[src/rtl/dcache_refill_unit.sv]
// dcache_refill_unit: L1 D-cache miss-service engine.
// Accepts a read/write miss and fetches the 1024-bit block from the next level
// as eight 128-bit beats. It assembles the block and returns it on the fill
// port with a one-cycle repair_resolved pulse. The missed 32-bit word is
// forwarded early on crit_word/crit_word_valid.
//
// Optional feature: define DCACHE_REFILL_CWF_EN for critical-word-first beat
// ordering. When it is undefined, beats are requested in order 0..7.
//
// Ports:
//   clk, rst                       clock, async active-low reset
//   read_repair_request            read miss from cache controller
//   write_miss_repair              write miss from cache controller
//   missed_addr                    byte address of the missing access
//   repair_resolved, fill_valid    one-cycle pulse, block on fill port
//   fill_addr, fill_data, fill_mask  block-aligned fill write
//   mem_req_valid/ready            memory request handshake
//   mem_req_addr                   block-aligned request address
//   mem_req_first_beat             first beat index requested
//   mem_rsp_valid/ready, mem_rsp_data  response beats
//   crit_word_valid, crit_word     early forward of the missed word
//   busy                           engine not idle
module dcache_refill_unit #(
  parameter int unsigned BLOCK_BITS = 1024,
  parameter int unsigned BEAT_BITS  = 128,
  parameter int unsigned ADDR_BITS  = 32
) (
  input  logic                    clk,
  input  logic                    rst,
  input  logic                    read_repair_request,
  input  logic                    write_miss_repair,
  input  logic [ADDR_BITS-1:0]    missed_addr,
  output logic                    repair_resolved,
  output logic                    fill_valid,
  output logic [ADDR_BITS-1:0]    fill_addr,
  output logic [BLOCK_BITS-1:0]   fill_data,
  output logic [BLOCK_BITS/8-1:0] fill_mask,
  output logic                    mem_req_valid,
  input  logic                    mem_req_ready,
  output logic [ADDR_BITS-1:0]    mem_req_addr,
  output logic [2:0]              mem_req_first_beat,
  input  logic                    mem_rsp_valid,
  output logic                    mem_rsp_ready,
  input  logic [BEAT_BITS-1:0]    mem_rsp_data,
  output logic                    crit_word_valid,
  output logic [31:0]             crit_word,
  output logic                    busy
);

  localparam int unsigned NUM_BEATS     = BLOCK_BITS / BEAT_BITS;
  localparam int unsigned BEAT_IDX_BITS = 3;
  localparam int unsigned OFFSET_BITS   = $clog2(BLOCK_BITS / 8);
  localparam int unsigned WORD_BITS     = 32;
  localparam int unsigned WORD_SEL_BITS = $clog2(BEAT_BITS / WORD_BITS);
  localparam int unsigned WORD_LSB      = 2;

  typedef enum logic [1:0] {
    IDLE = 2'd0,
    REQ  = 2'd1,
    RECV = 2'd2,
    FILL = 2'd3
  } state_t;

  state_t                     state_q;
  state_t                     state_d;
  logic [BEAT_IDX_BITS-1:0]   cnt_q;
  logic [BEAT_IDX_BITS-1:0]   crit_beat_q;
  logic [WORD_SEL_BITS-1:0]   crit_word_sel_q;
  logic                       miss_accept_c;
  logic                       rsp_accept_c;
  logic                       last_beat_c;
  logic [BEAT_IDX_BITS-1:0]   beat_idx_c;
  logic [ADDR_BITS-1:0]       block_addr_c;
  logic                       unused_addr_bits_c;

  // Byte-within-word bits never matter for a block fetch.
  assign unused_addr_bits_c = ^missed_addr[WORD_LSB-1:0];

  assign block_addr_c = {missed_addr[ADDR_BITS-1:OFFSET_BITS], OFFSET_BITS'(0)};

  // Handshake qualifiers and beat placement (wraps modulo 8).
  always_comb begin
    miss_accept_c = 1'b0;
    rsp_accept_c  = 1'b0;
    last_beat_c   = 1'b0;
    beat_idx_c    = mem_req_first_beat + cnt_q;
    if (state_q == IDLE) begin
      miss_accept_c = read_repair_request | write_miss_repair;
    end
    if (state_q == RECV) begin
      rsp_accept_c = mem_rsp_valid;
      last_beat_c  = mem_rsp_valid && (cnt_q == BEAT_IDX_BITS'(NUM_BEATS - 1));
    end
  end

  // Next-state logic.
  always_comb begin
    state_d = state_q;
    case (state_q)
      IDLE: if (miss_accept_c) state_d = REQ;
      REQ:  if (mem_req_ready) state_d = RECV;
      RECV: if (last_beat_c)   state_d = FILL;
      FILL: state_d = IDLE;
      default: state_d = IDLE;
    endcase
  end

  // State register.
  always_ff @(posedge clk or negedge rst) begin
    if (!rst) begin
      state_q <= IDLE;
    end else begin
      state_q <= state_d;
    end
  end

  // Registered outputs track the state being entered, so they line up with it.
  always_ff @(posedge clk or negedge rst) begin
    if (!rst) begin
      mem_req_valid   <= 1'b0;
      mem_rsp_ready   <= 1'b0;
      fill_valid      <= 1'b0;
      repair_resolved <= 1'b0;
      fill_mask       <= '0;
      busy            <= 1'b0;
    end else begin
      mem_req_valid   <= (state_d == REQ);
      mem_rsp_ready   <= (state_d == RECV);
      fill_valid      <= (state_d == FILL);
      repair_resolved <= (state_d == FILL);
      fill_mask       <= (state_d == FILL) ? '1 : '0;
      busy            <= (state_d != IDLE);
    end
  end

  // Miss capture: the address is held here so the controller may change it.
  always_ff @(posedge clk or negedge rst) begin
    if (!rst) begin
      mem_req_addr       <= '0;
      fill_addr          <= '0;
      mem_req_first_beat <= '0;
      crit_beat_q        <= '0;
      crit_word_sel_q    <= '0;
    end else if (miss_accept_c) begin
      mem_req_addr    <= block_addr_c;
      fill_addr       <= block_addr_c;
      crit_beat_q     <= missed_addr[OFFSET_BITS-1 -: BEAT_IDX_BITS];
      crit_word_sel_q <= missed_addr[WORD_LSB +: WORD_SEL_BITS];
`ifdef DCACHE_REFILL_CWF_EN
      mem_req_first_beat <= missed_addr[OFFSET_BITS-1 -: BEAT_IDX_BITS];
`else
      mem_req_first_beat <= '0;
`endif
    end
  end

  // Beat assembly and critical-word forward.
  always_ff @(posedge clk or negedge rst) begin
    if (!rst) begin
      cnt_q           <= '0;
      fill_data       <= '0;
      crit_word       <= '0;
      crit_word_valid <= 1'b0;
    end else begin
      crit_word_valid <= rsp_accept_c && (beat_idx_c == crit_beat_q);
      if (miss_accept_c) begin
        cnt_q <= '0;
      end else if (rsp_accept_c) begin
        cnt_q <= cnt_q + BEAT_IDX_BITS'(1);
      end
      if (rsp_accept_c) begin
        fill_data[int'(beat_idx_c)*BEAT_BITS +: BEAT_BITS] <= mem_rsp_data;
        if (beat_idx_c == crit_beat_q) begin
          crit_word <= mem_rsp_data[int'(crit_word_sel_q)*WORD_BITS +: WORD_BITS];
        end
      end
    end
  end

endmodule

[config.mk]
export PLATFORM = sky130hd
export DESIGN_NAME = dcache_refill_unit
export DESIGN_NICKNAME = d
export VERILOG_FILES = /design/src/rtl/dcache_refill_unit.sv
export SDC_FILE = /design/constraint.sdc
export NUM_CORES = 1
export LEC_CHECK = 0
export ABC_CLOCK_PERIOD_IN_PS = 3600
export BUFFER_PORTS_ARGS = -buffer_cell sky130_fd_sc_hd__buf_2
export CORE_AREA = 2 2 548 550
export DETAILED_ROUTE_END_ITERATION = 8
export DIE_AREA = 0 0 550 552
export PLACE_DENSITY = 0.42
export SYNTH_ARGS = -nofsm -noshare
export SYNTH_HDL_FRONTEND = slang
export SYNTH_SLANG_ARGS = --single-unit
[constraint.sdc]
create_clock -name clk -period 3.6 [get_ports clk]
set_input_delay 0.72 -clock clk [delete_from_list [all_inputs] [get_ports clk]]
set_output_delay 0.72 -clock clk [all_outputs]
set_load 0.1 [all_outputs]
; After elaboration in Yosys (flattened, before gate mapping)
; Cells that the tools add are included.
; W data, S select, Z words.
[totals]
register_bits = 1224
inputBits = 166
output_inout_bits = 1257
wordCells = 44
[classes]
addsub = 2
eq_ne = 8
n_shift = 3
mux = 11
n_bitwise = 1
reduce_logical = 6
[op_table]
columns = cell, n
row1 = $bwmux W1024, 1
row2 = $shift A128 B34 Y1024 const A, 1
row3 = $shiftx A128 B34 Y1024, 1
row4 = $mux W128, 1
row5 = $shiftx A128 B8 Y32, 1
row6 = $neg A10 Y34, 1
row7 = $eq A2 B2 Y1 const B, 4
row8 = $pmux W2 S4, 1
row9 = $mux W2, 3
row10 = $mux W3, 2
row11 = $eq A2 B1 Y1 const B, 2
row12 = $reduce_bool A2 Y1, 2
row13 = $add A3 B1 Y3 const B, 1
row14 = $eq A3 B3 Y1, 1
row15 = $eq A3 B3 Y1 const B, 1
row16 = $mux W1, 3
row17 = $logic_and A1 B1 Y1, 2
row18 = $logic_not A2 Y1, 1
row19 = $reduce_and A2 Y1, 1
row20 = $or A1 B1 Y1, 1

; Logic depth before layout (Yosys ltp)
; Gate-level depths: netlist of run 1.
[logic_depth]
word_depth = 7
depth_mapped = 11
depth_no_buf = 6

; Least setup slack after synthesis of run 1
; No wires, ideal clock.
[synth_timing]
path_type = register to output
start = reg fill_mask[126] (netlist name)
end = out fill_mask[0]
t_arrival_ns = 3.449
required_ns = 2.880
slack_ns = -0.569
path_stages_with_launch = 2
path_buffers = 1
cell_sequence = dfrtp_1 > buf_4
[synth_lines]
columns = element, line_no
row1 = "end, declared", 37  ; output logic [BLOCK_BITS/8-1:0] fill_mask,

==> impl_metrics.py, run 1 <==
metrics = {
    "worst_setup_path": {
        "crit_path_cell_trace": "buf_2",
        "slowest_stage": "dfrtp_4",
        "endpoint_kind": "primary output",
        "startpoint_type": "register",
        "crit_required_ns": 2.88,
        "arrival_ns": 2.52,
        "cp_max_fo": 130,
        "path_class": "reg -> out",
        "path_delay_family": "flip-flops",
        "critPathBufInv": 1,
        "r2r_setup_slack_ns": 0.52,
        "max_stage_delay_ns": 1.00,
    },
    "logic_synthesis": {
        "yosys_warnings": 0,
        "avgSynthCellArea_um2": 14.38,
        "synth.top_cell.area_share_pct": 60.40,
        "syn_inst": 3157,
        "yosys_register_bits": 1096,
        "syn_area_um2": 45410,
        "synth_cell_types": 36,
        "ys_top_cells_by_area": "dfrtp_1, mux2_2, mux2_1",
        "ys_seq_area_share_pct": 60.40,
        "yosys.area.top_type": "dfrtp_1",
    },
    "sta": {
        "fmax_mhz": 308.4,
        "fin_hold_ws_ns": 0.1543,
        "setup_tns_ns": 0,
        "timing.final.max_slew_violations": 0,
        "max_slew.worst_pin.slew_ns": 1.129,
        "max_slew_margin_pct": 24.75,
        "rsz0062_at_grt": "false",
        "fin_worst_skew_ns": 0.04193,
        "setup-violations-final": 0,
        "timing.final.crit_share_pct": 90.07,
        "final-hold-violation-count": 0,
        "fin_crit_ns": 3.242,
        "fin_ws_ns": 0.3575,
    },
    "clock_tree": {
        "numCtsBuffers": 142,
        "cts_tree": "built",
        "clk_latency_ns": 0.81,
        "post_cts_resized": 0,
        "cts.clk_slew.worst_paths_ns": 0.06,
        "cts_htree_levels": 4,
        "cts_max_path_buffers": 4,
        "cts_root_buf": "clkbuf_16",
        "cts.sinks": 1096,
    },
    "floorplan": {
        "die_y_um": 552,
        "fp.dieW_um": 550,
        "rows": 201,
        "core_area_um2": 298300,
        "start_util_pct": 15.22,
        "pin_count": 1423,
        "dieArea_um2": 303600,
    },
    "place": {
        "dp_slack_ns": 0.5975,
        "place_congestion": 0.7858,
        "dp.final_hpwl_um": 189600,
        "portBuffers": 1403,
        "post-place-cells": 8268,
    },
    "detailed_routing": {
        "postRouteWirelength_um": 258000,
        "wire_per_inst_um": 30.04,
        "drtIter0Drc": 1878,
        "first_pass_iters": 5,
        "route.vias.total": 32320,
        "ant_nets": 0,
        "via_per_inst": 3.763,
        "drc_errors": 0,
    },
    "cells_and_area": {
        "nNetsFinal": 4626,
        "stdcell_count": 8590,
        "drive_above_1_share_pct": 56.87,
        "area.growth.synth_to_final_pct": 34.66,
    },
    "global_routing": {
        "antenna_found_initial": 99,
        "grt_pass1_vias": 33340,
        "grt_pass1_wl_um": 335500,
        "grt_overflow_total": 0,
        "grt_usage_pct": 16.50,
        "grt_max_degree": 131,
    },
    "pwr": {
        "leakage_nw": 32.01,
        "total_power_mw": 53.69,
        "power.density_nw_per_um2": 878.0,
        "ir_drop_mv": 0.9130,
    },
    "job": {
        "maxCapViolations": 0,
    },
    "worst_hold_path": {
        "hp-class": "in -> reg",
    },
    "outcome": {
        "run_status": "finished clean",
    },
}
[kinds of logic after synthesis]
kind of cell,count (synthesis),share of synthesized area (%)
AOI/OAI and AO/OA,137,1.526
xor gates and xnor gates,3,0.05787
adders and majority gates,5,0.1378
buffers and inverters,507,6.720
DFF,1096,60.40
muxes,988,25.29
other,1,0.008258
and+or+nand+nor,420,5.860
[routing by layer]
| metal | share of wire, % | GRT usage, % | vias to the layer above |
|---|---|---|---|
| met5 | 0.033 | 0 | - |
| met4 | 2.9 | 4.332 | 16 |
| met3 | 8.2 | 4.982 | 273 |
| met2 | 50 | 28.90 | 1507 |
| met1 | 39 | 19.37 | 17050 |
| li1 | - | - | 13480 |
[synthesized netlist by cell type, drive strengths merged]
cell    count
dfrtp    1096
mux2      956
buf       299
and2      205
inv       134
o21ai     132
nand4     131
clkbuf     74
nor2b      54
mux4       32
nand2       6
ha          5
nor2        5
a21oi       3
nand2b      3
xor2        3
and3        2
and4b       2
nand3       2
nand3b      2
nand4b      2
nor4        2
and3b       1
conb        1
nor3        1
nor4b       1
o221ai      1
o311ai      1
or3         1
[layout by cell type, fill, tap and decap left out, types with 2 or more instances in the layout]
cell type   count
buf_2        1402
dfrtp_1      1092
mux2_2        820
and2_1        205
clkbuf_16     142
mux2_1        136
inv_1         134
o21ai_0       132
nand4_1       131
diode_2        69
buf_4          64
nor2b_1        52
buf_12         44
clkbuf_1       38
mux4_2         32
clkbuf_8       25
conb_1         17
clkinv_2       12
inv_6          10
clkinv_4        8
bufinv_16       8
nand2_1         6
ha_1            4
a21oi_1         3
nand2b_1        3
nor2_1          3
xor2_1          3
clkinvlp_4      3
clkinv_8        3
nand3b_1        2
nor4_4          2
nor2_4          2
nor2b_4         2
and3_4          2
inv_8           2
dfrtp_4         2
dfrtp_2         2
[worst paths after layout]
path / to / start / depth (start not counted)
max in group asynchronous: fill_data[470]$_DFFE_PN0P_ / rst / 4
worst max-delay path: fill_mask[45] / fill_mask[126]$_DFF_PN0_ / 1
worst min-delay path: fill_addr[13]$_DFFE_PN0P_ / missed_addr[13] / 2
worst min register to register: fill_data[798]$_DFFE_PN0P_ / fill_data[798]$_DFFE_PN0P_ / 1
min in group asynchronous: fill_data[400]$_DFFE_PN0P_ / rst / 2
worst max register to register: fill_data[321]$_DFFE_PN0P_ / cnt_q[0]$_DFFE_PN0P_ / 7
[report_power, final]
group	leakage, nW	switching [mW]	total [mW]	internal (mW)
sequential	14.3	1.26	15.4	14.1
combinational	15.4	20.1	23.9	3.81
clock	2.26	5.96	14.4	8.44
[final cells by class]
| type | count | area [µm²] |
|---|---|---|
| Fill cell | 32510 | 237100 |
| Sequential cell | 1096 | 27440 |
| Multi-Input combinational cell | 1570 | 15090 |
| Timing Repair Buffer | 1511 | 8388 |
| Tap cell | 3958 | 4952 |
| Clock buffer | 205 | 4040 |
| Clock inverter | 47 | 571.8 |
| Inverter | 134 | 503.0 |
| Antenna cell | 69 | 172.7 |
[flip-flops by register name (all words and copies together), names as in the netlist]
register,count
mem_req_valid,1
fill_addr,25
fill_mask,1
busy,1
state_q,2
fill_data,1024
crit_word,32
mem_rsp_ready,1
crit_word_sel_q,2
crit_word_valid,1
cnt_q,3
crit_beat_q,3
[repair_timing]
item | CTS | global route
setup endpoints to repair | 0 | 0
hold buffers | 1 | 0
endpoints found under the hold margin | 12 | 0
setup buffers | 0 | 0
[per-stage QoR]
stage	instance area (µm²)	util, %
detailed placement	56360	18.89
finish	61150	20.50
CTS	60980	20.44
global placement	56360	18.89
floorplan	45470	-
global route	61040	20.47
Power figures use the tool's default switching activity.
==> run 2, diff against run 1 <==
--- a/config.mk
+++ b/config.mk
@@ -7,10 +7,11 @@
 export LEC_CHECK = 0
 export ABC_CLOCK_PERIOD_IN_PS = 3600
 export BUFFER_PORTS_ARGS = -buffer_cell sky130_fd_sc_hd__buf_2
-export CORE_AREA = 2 2 548 550
+export CORE_AREA = 8 8 554 556
 export DETAILED_ROUTE_END_ITERATION = 8
-export DIE_AREA = 0 0 550 552
+export DIE_AREA = 0 0 562 564
 export PLACE_DENSITY = 0.42
 export SYNTH_ARGS = -nofsm -noshare
 export SYNTH_HDL_FRONTEND = slang
 export SYNTH_SLANG_ARGS = --single-unit
+export TNS_END_PERCENT = 100
==> run 2 against run 1 <==
Critical path depth is the same; critical path type unchanged; first-iteration DRC count shrank 5.3%; clock skew shrank 0.013 ns; sequential power is essentially flat; combinational power is essentially flat; setup slack lost 0.0090 ns; highest routed layer unchanged.
==> impl_metrics.py, run 2 (same netlist as run 1, synthesis figures left out) <==
metrics = {
    "worst_setup_path": {
        "max_stage_delay_ns": 1.00,
        "r2r_end": "fill_data[177]$_DFFE_PN0P_",
        "endpoint_kind": "primary output",
        "crit_path_cell_trace": "buf_2",
        "crit_required_ns": 2.88,
        "arrival_ns": 2.53,
        "path_class": "reg -> out",
        "startpoint_type": "register",
        "ff2ff_path_depth": 8,
        "r2r_setup_slack_ns": 0.58,
        "slowest_stage": "dfrtp_4",
        "r2r_start": "cnt_q[0]$_DFFE_PN0P_",
        "critPathBufInv": 1,
        "path_delay_family": "flip-flops",
        "cp_max_fo": 130,
    },
    "sta": {
        "fin_worst_skew_ns": 0.02847,
        "rsz0062_at_grt": "false",
        "max_slew.worst_pin.slew_ns": 1.056,
        "max_slew_margin_pct": 29.60,
        "timing.final.crit_share_pct": 90.32,
        "setup_tns_ns": 0,
        "timing.final.max_slew_violations": 0,
        "setup-violations-final": 0,
        "fin_crit_ns": 3.251,
        "fmax_mhz": 307.6,
        "final-hold-violation-count": 0,
    },
    "place": {
        "portBuffers": 1403,
        "dp.final_hpwl_um": 200500,
        "place_congestion": 0.7726,
        "placed_area_um2": 56180,
    },
    "detailed_routing": {
        "drc_errors": 0,
        "drtIter0Drc": 1778,
        "route.vias.total": 32120,
        "wire_per_inst_um": 31.44,
        "postRouteWirelength_um": 269100,
        "first_pass_iters": 7,
        "via_per_inst": 3.753,
        "ant_nets": 0,
    },
    "floorplan": {
        "rows": 201,
        "dieArea_um2": 317000,
        "start_util_pct": 15.22,
        "core_area_um2": 298300,
        "fp.dieW_um": 562,
        "pin_count": 1423,
        "die_y_um": 564,
    },
    "cells_and_area": {
        "layout_common_cells": "buf_2, dfrtp_1, mux2_2",
        "nNetsFinal": 4613,
        "regMostFlops": "fill_data",
        "area.growth.synth_to_final_pct": 34.64,
        "finish.utilization_pct": 20.50,
        "layout_commonest_cell": "buf_2",
        "reg_top3": "fill_data x1024, crit_word x32, fill_addr x25",
        "drive_above_1_share_pct": 56.95,
        "largest_register_ffs": 1024,
        "final_area_um2": 61140,
    },
    "pwr": {
        "ir_drop_mv": 0.9532,
        "leakage_nw": 32.01,
        "power.density_nw_per_um2": 890.0,
    },
    "global_routing": {
        "grt_usage_pct": 16.26,
        "grt_pass1_wl_um": 346700,
        "antenna_found_initial": 105,
        "globalRouteMet3Util_pct": 6.052,
        "use_met2_pct": 28.80,
        "grt_max_degree": 131,
        "grt_pass1_vias": 34190,
        "grtUsageMet1_pct": 18.30,
        "top_usage_layer": "met2",
        "grt_overflow_total": 0,
    },
    "clock_tree": {
        "numCtsBuffers": 143,
        "cts_root_buf": "clkbuf_16",
        "cts.clk_slew.worst_paths_ns": 0.06,
        "cts_max_path_buffers": 4,
        "post_cts_resized": 0,
        "cts_tree": "built",
        "clk_latency_ns": 0.82,
        "cts_htree_levels": 4,
        "post_cts_buffers": 0,
        "cts.sinks": 1096,
    },
    "worst_hold_path": {
        "hp-class": "in -> reg",
        "worstHoldStart": "missed_addr[12]",
        "holdPathEnd": "fill_addr[12]$_DFFE_PN0P_",
        "hold_depth": 2,
    },
    "job": {
        "maxCapViolations": 0,
    },
    "outcome": {
        "run_status": "finished clean",
    },
}
## run 2: cell type report
cell class	instances	area, µm²
diodes	53	132.6
well taps	3958	4952
flip-flops and latches	1096	27440
clock inverters	58	820.8
inverters	134	503.0
repair buffers	1497	8215
fillers	32570	237100
clock buffers	193	3998
multi-input cells	1570	15090
## run 2: stage by stage
stage / setup WS (ns) / hold slack, ns / instances / total power [mW]
after floorplan: 0.6881 / 0.4244 / 3173 / 33.31
after global placement: 0.7395 / 0.4647 / 8254 / 39.93
after detailed placement: 0.7294 / 0.4692 / 8254 / 40.04
after CTS: 0.1630 / 0.03110 / 8506 / 55.45
after global routing: 0.02961 / 0.05810 / 8532 / 56.44
final: 0.3485 / 0.1315 / 8559 / 54.42
## run 2: worst max path at each step
stage	slack [ns]	to	depth (start not counted)	start
2_1_floorplan	0.69	fill_mask[0]	1	fill_mask[126]$_DFF_PN0_
3_3_place_gp	0.74	fill_data[325]$_DFFE_PN0P_	9	cnt_q[0]$_DFFE_PN0P_
3_5_place_dp	0.73	fill_data[347]$_DFFE_PN0P_	9	cnt_q[0]$_DFFE_PN0P_
4_1_cts	0.16	fill_mask[27]	1	fill_mask[126]$_DFF_PN0_
5_1_grt	0.03	fill_mask[37]	1	fill_mask[126]$_DFF_PN0_
6_report	0.35	fill_mask[27]	1	fill_mask[126]$_DFF_PN0_
## run 2: where the power goes
group / leakage (nW) / internal [mW] / total, mW / switching [mW]
clock network: 2.36 / 8.89 / 15.0 / 6.11
registers: 14.3 / 14.1 / 15.3 / 1.24
logic: 15.3 / 3.79 / 24.1 / 20.3
## run 2: metal layers
layer | vias up | routed length (µm) | share of wire [%]
met5 | - | 99 | 0.037
li1 | 13450 | - | -
met3 | 321 | 26850 | 10
met2 | 1566 | 133700 | 50
met1 | 16760 | 100100 | 37
met4 | 18 | 8328 | 3.1
## run 2: repair_timing
| action | CTS | global route |
|---|---|---|
| setup endpoints to repair | 0 | 0 |
| endpoints found under the hold margin | 27 | 0 |
| hold buffers | 1 | 0 |
==> run 3, diff against run 2 <==
--- a/config.mk
+++ b/config.mk
@@ -5,11 +5,11 @@
 export SDC_FILE = /design/constraint.sdc
 export NUM_CORES = 1
 export LEC_CHECK = 0
-export ABC_CLOCK_PERIOD_IN_PS = 3600
+export ABC_CLOCK_PERIOD_IN_PS = 4150
 export BUFFER_PORTS_ARGS = -buffer_cell sky130_fd_sc_hd__buf_2
-export CORE_AREA = 8 8 554 556
+export CORE_AREA = 2 2 548 550
 export DETAILED_ROUTE_END_ITERATION = 8
-export DIE_AREA = 0 0 562 564
+export DIE_AREA = 0 0 550 552
 export PLACE_DENSITY = 0.42
 export SYNTH_ARGS = -nofsm -noshare
 export SYNTH_HDL_FRONTEND = slang
==> constraint.sdc (replaced) <==
create_clock -name clk -period 4.15 [get_ports clk]
set_input_delay 0.83 -clock clk [delete_from_list [all_inputs] [get_ports clk]]
set_output_delay 0.83 -clock clk [all_outputs]
set_load 0.1 [all_outputs]
==> run 3 against run 2 <==
Total power is 14% lower; worst hold slack better by 0.097 ns; sequential power is 12% lower; sequential cell count stayed put; largest power group unchanged; combinational power is 14% lower; largest cell class unchanged; register-to-register slack better by 0.50 ns; non-clock buffer count stayed put; final area is 0.31% lower; sequential share of layout area is 0.14 points higher; critical path depth stayed put; global-route usage is 0.39 points higher.
==> impl_metrics.py, run 3 (same netlist as run 1, synthesis figures left out) <==
metrics = {
    "outcome": {
        "run_status": "finished clean",
    },
    "cells_and_area": {
        "layout_commonest_cell": "buf_2",
        "area.growth.synth_to_final_pct": 34.23,
        "largest_register_ffs": 1024,
        "nNetsFinal": 4614,
        "regMostFlops": "fill_data",
        "finish.utilization_pct": 20.44,
        "fillers": 32590,
        "drive_above_1_share_pct": 56.88,
        "reg_top3": "fill_data x1024, crit_word x32, fill_addr x25",
        "layout_common_cells": "buf_2, dfrtp_1, mux2_2",
        "final_area_um2": 60950,
    },
    "worst_hold_path": {
        "worstHoldStart": "missed_addr[29]",
        "hold_depth": 2,
        "hp-class": "in -> reg",
        "holdPathEnd": "fill_addr[29]$_DFFE_PN0P_",
    },
    "sta": {
        "fmax_mhz": 295.3,
        "timing.final.crit_share_pct": 81.60,
        "fin_worst_skew_ns": 0.05276,
        "setup-violations-final": 0,
        "max_slew_margin_pct": 27.85,
        "fin_crit_ns": 3.387,
        "fin_ws_ns": 0.7634,
        "rsz0062_at_grt": "false",
        "final-hold-violation-count": 0,
        "timing.final.max_slew_violations": 0,
        "setup_tns_ns": 0,
        "max_slew.worst_pin.slew_ns": 1.082,
    },
    "clock_tree": {
        "cts.sinks": 1096,
        "cts_max_path_buffers": 4,
        "cts_root_buf": "clkbuf_16",
        "cts.clk_slew.worst_paths_ns": 0.06,
        "cts_htree_levels": 4,
        "post_cts_resized": 0,
        "cts_tree": "built",
        "numCtsBuffers": 144,
        "clk_latency_ns": 0.83,
    },
    "floorplan": {
        "rows": 201,
        "core_area_um2": 298300,
        "fp.dieW_um": 550,
        "start_util_pct": 15.22,
        "pin_count": 1423,
        "die_y_um": 552,
        "dieArea_um2": 303600,
    },
    "worst_setup_path": {
        "slowest_stage": "dfrtp_4",
        "r2r_start": "cnt_q[1]$_DFFE_PN0P_",
        "endpoint_kind": "primary output",
        "arrival_ns": 2.56,
        "critPathBufInv": 1,
        "cp_max_fo": 130,
        "crit_required_ns": 3.32,
        "max_stage_delay_ns": 1.02,
        "r2r_end": "fill_data[545]$_DFFE_PN0P_",
        "ff2ff_path_depth": 7,
        "path_class": "reg -> out",
        "path_delay_family": "flip-flops",
        "crit_path_cell_trace": "buf_2",
        "r2r_setup_slack_ns": 1.08,
        "startpoint_type": "register",
    },
    "place": {
        "place_congestion": 0.7849,
        "placed_area_um2": 56230,
        "portBuffers": 1403,
        "dp_slack_ns": 0.8730,
        "dp.final_hpwl_um": 189800,
    },
    "global_routing": {
        "grt_max_degree": 131,
        "grt_usage_pct": 16.66,
        "grt_overflow_total": 0,
        "grt_pass1_wl_um": 338300,
        "antenna_found_initial": 101,
        "grt_pass1_vias": 33550,
    },
    "pwr": {
        "pwr-share-clk_pct": 26.8,
        "p_sw_mw": 23.85,
        "total_power_mw": 46.59,
        "leakage_nw": 31.90,
        "switching_share_pct": 51.19,
        "power_frac_seq_pct": 28.7,
        "comb_power_share_pct": 44.5,
        "p_int_mw": 22.74,
        "ir_drop_mv": 0.9951,
        "power.density_nw_per_um2": 764.4,
    },
    "detailed_routing": {
        "drtIter0Drc": 1986,
        "ant_nets": 0,
        "first_pass_iters": 5,
        "postRouteWirelength_um": 260100,
        "route.vias.total": 32310,
        "drc_errors": 0,
        "wire_per_inst_um": 30.39,
        "via_per_inst": 3.775,
    },
    "job": {
        "maxCapViolations": 0,
    },
}
-- run 3: cell type report --
cell class | count | area, µm² | share of cell area, %
tap | 3958 | 4952 | 8.125
sequential | 1096 | 27440 | 45.01
clock buffer | 195 | 4006 | 6.573
multi-input combinational | 1570 | 15090 | 24.75
inverter | 134 | 503.0 | 0.8252
antenna | 52 | 130.1 | 0.2135
timing repair buffer | 1497 | 8258 | 13.55
clock inverter | 56 | 581.8 | 0.9545
-- run 3: power by group through the flow --
stage / registers (mW) / logic, mW / clock network, mW
2_1_floorplan: 24.1 / 4.77 / 0
3_3_place_gp: 13.5 / 21.0 / 0
3_5_place_dp: 13.6 / 21.1 / 0
4_1_cts: 13.4 / 21.1 / 13.0
5_1_grt: 13.6 / 21.4 / 13.4
6_report: 13.4 / 20.7 / 12.5
-- run 3: per-stage QoR --
stage / std cells / hold WS [ns]
floorplan: 3173 / 0.5008
global placement: 8254 / 0.4622
detailed placement: 8254 / 0.4692
CTS: 8506 / 0.1199
global route: 8526 / 0.1571
finish: 8558 / 0.2282
-- run 3: per-layer routing --
layer	routed length, µm	global-route usage, %
met5	103	0
met4	8090	5.144
met3	21370	5.206
met2	129200	28.91
met1	101300	19.39
-- run 3: worst max path at each step --
stage,slack [ns],cells after the start,start,to
CTS,0.63,1,fill_mask[126]$_DFF_PN0_,fill_mask[50]
floorplan,1.13,1,fill_mask[126]$_DFF_PN0_,fill_mask[0]
detailed placement,0.87,6,mem_rsp_valid,fill_data[986]$_DFFE_PN0P_
global placement,0.91,6,mem_rsp_valid,fill_data[986]$_DFFE_PN0P_
global route,0.48,1,fill_mask[126]$_DFF_PN0_,fill_mask[84]
finish,0.76,1,fill_mask[126]$_DFF_PN0_,fill_mask[91]
-- run 3: timing repair --
action / in CTS / in global routing
hold buffers: 1 / 0
endpoints found under the hold margin: 23 / 0
setup buffers: 0 / 0
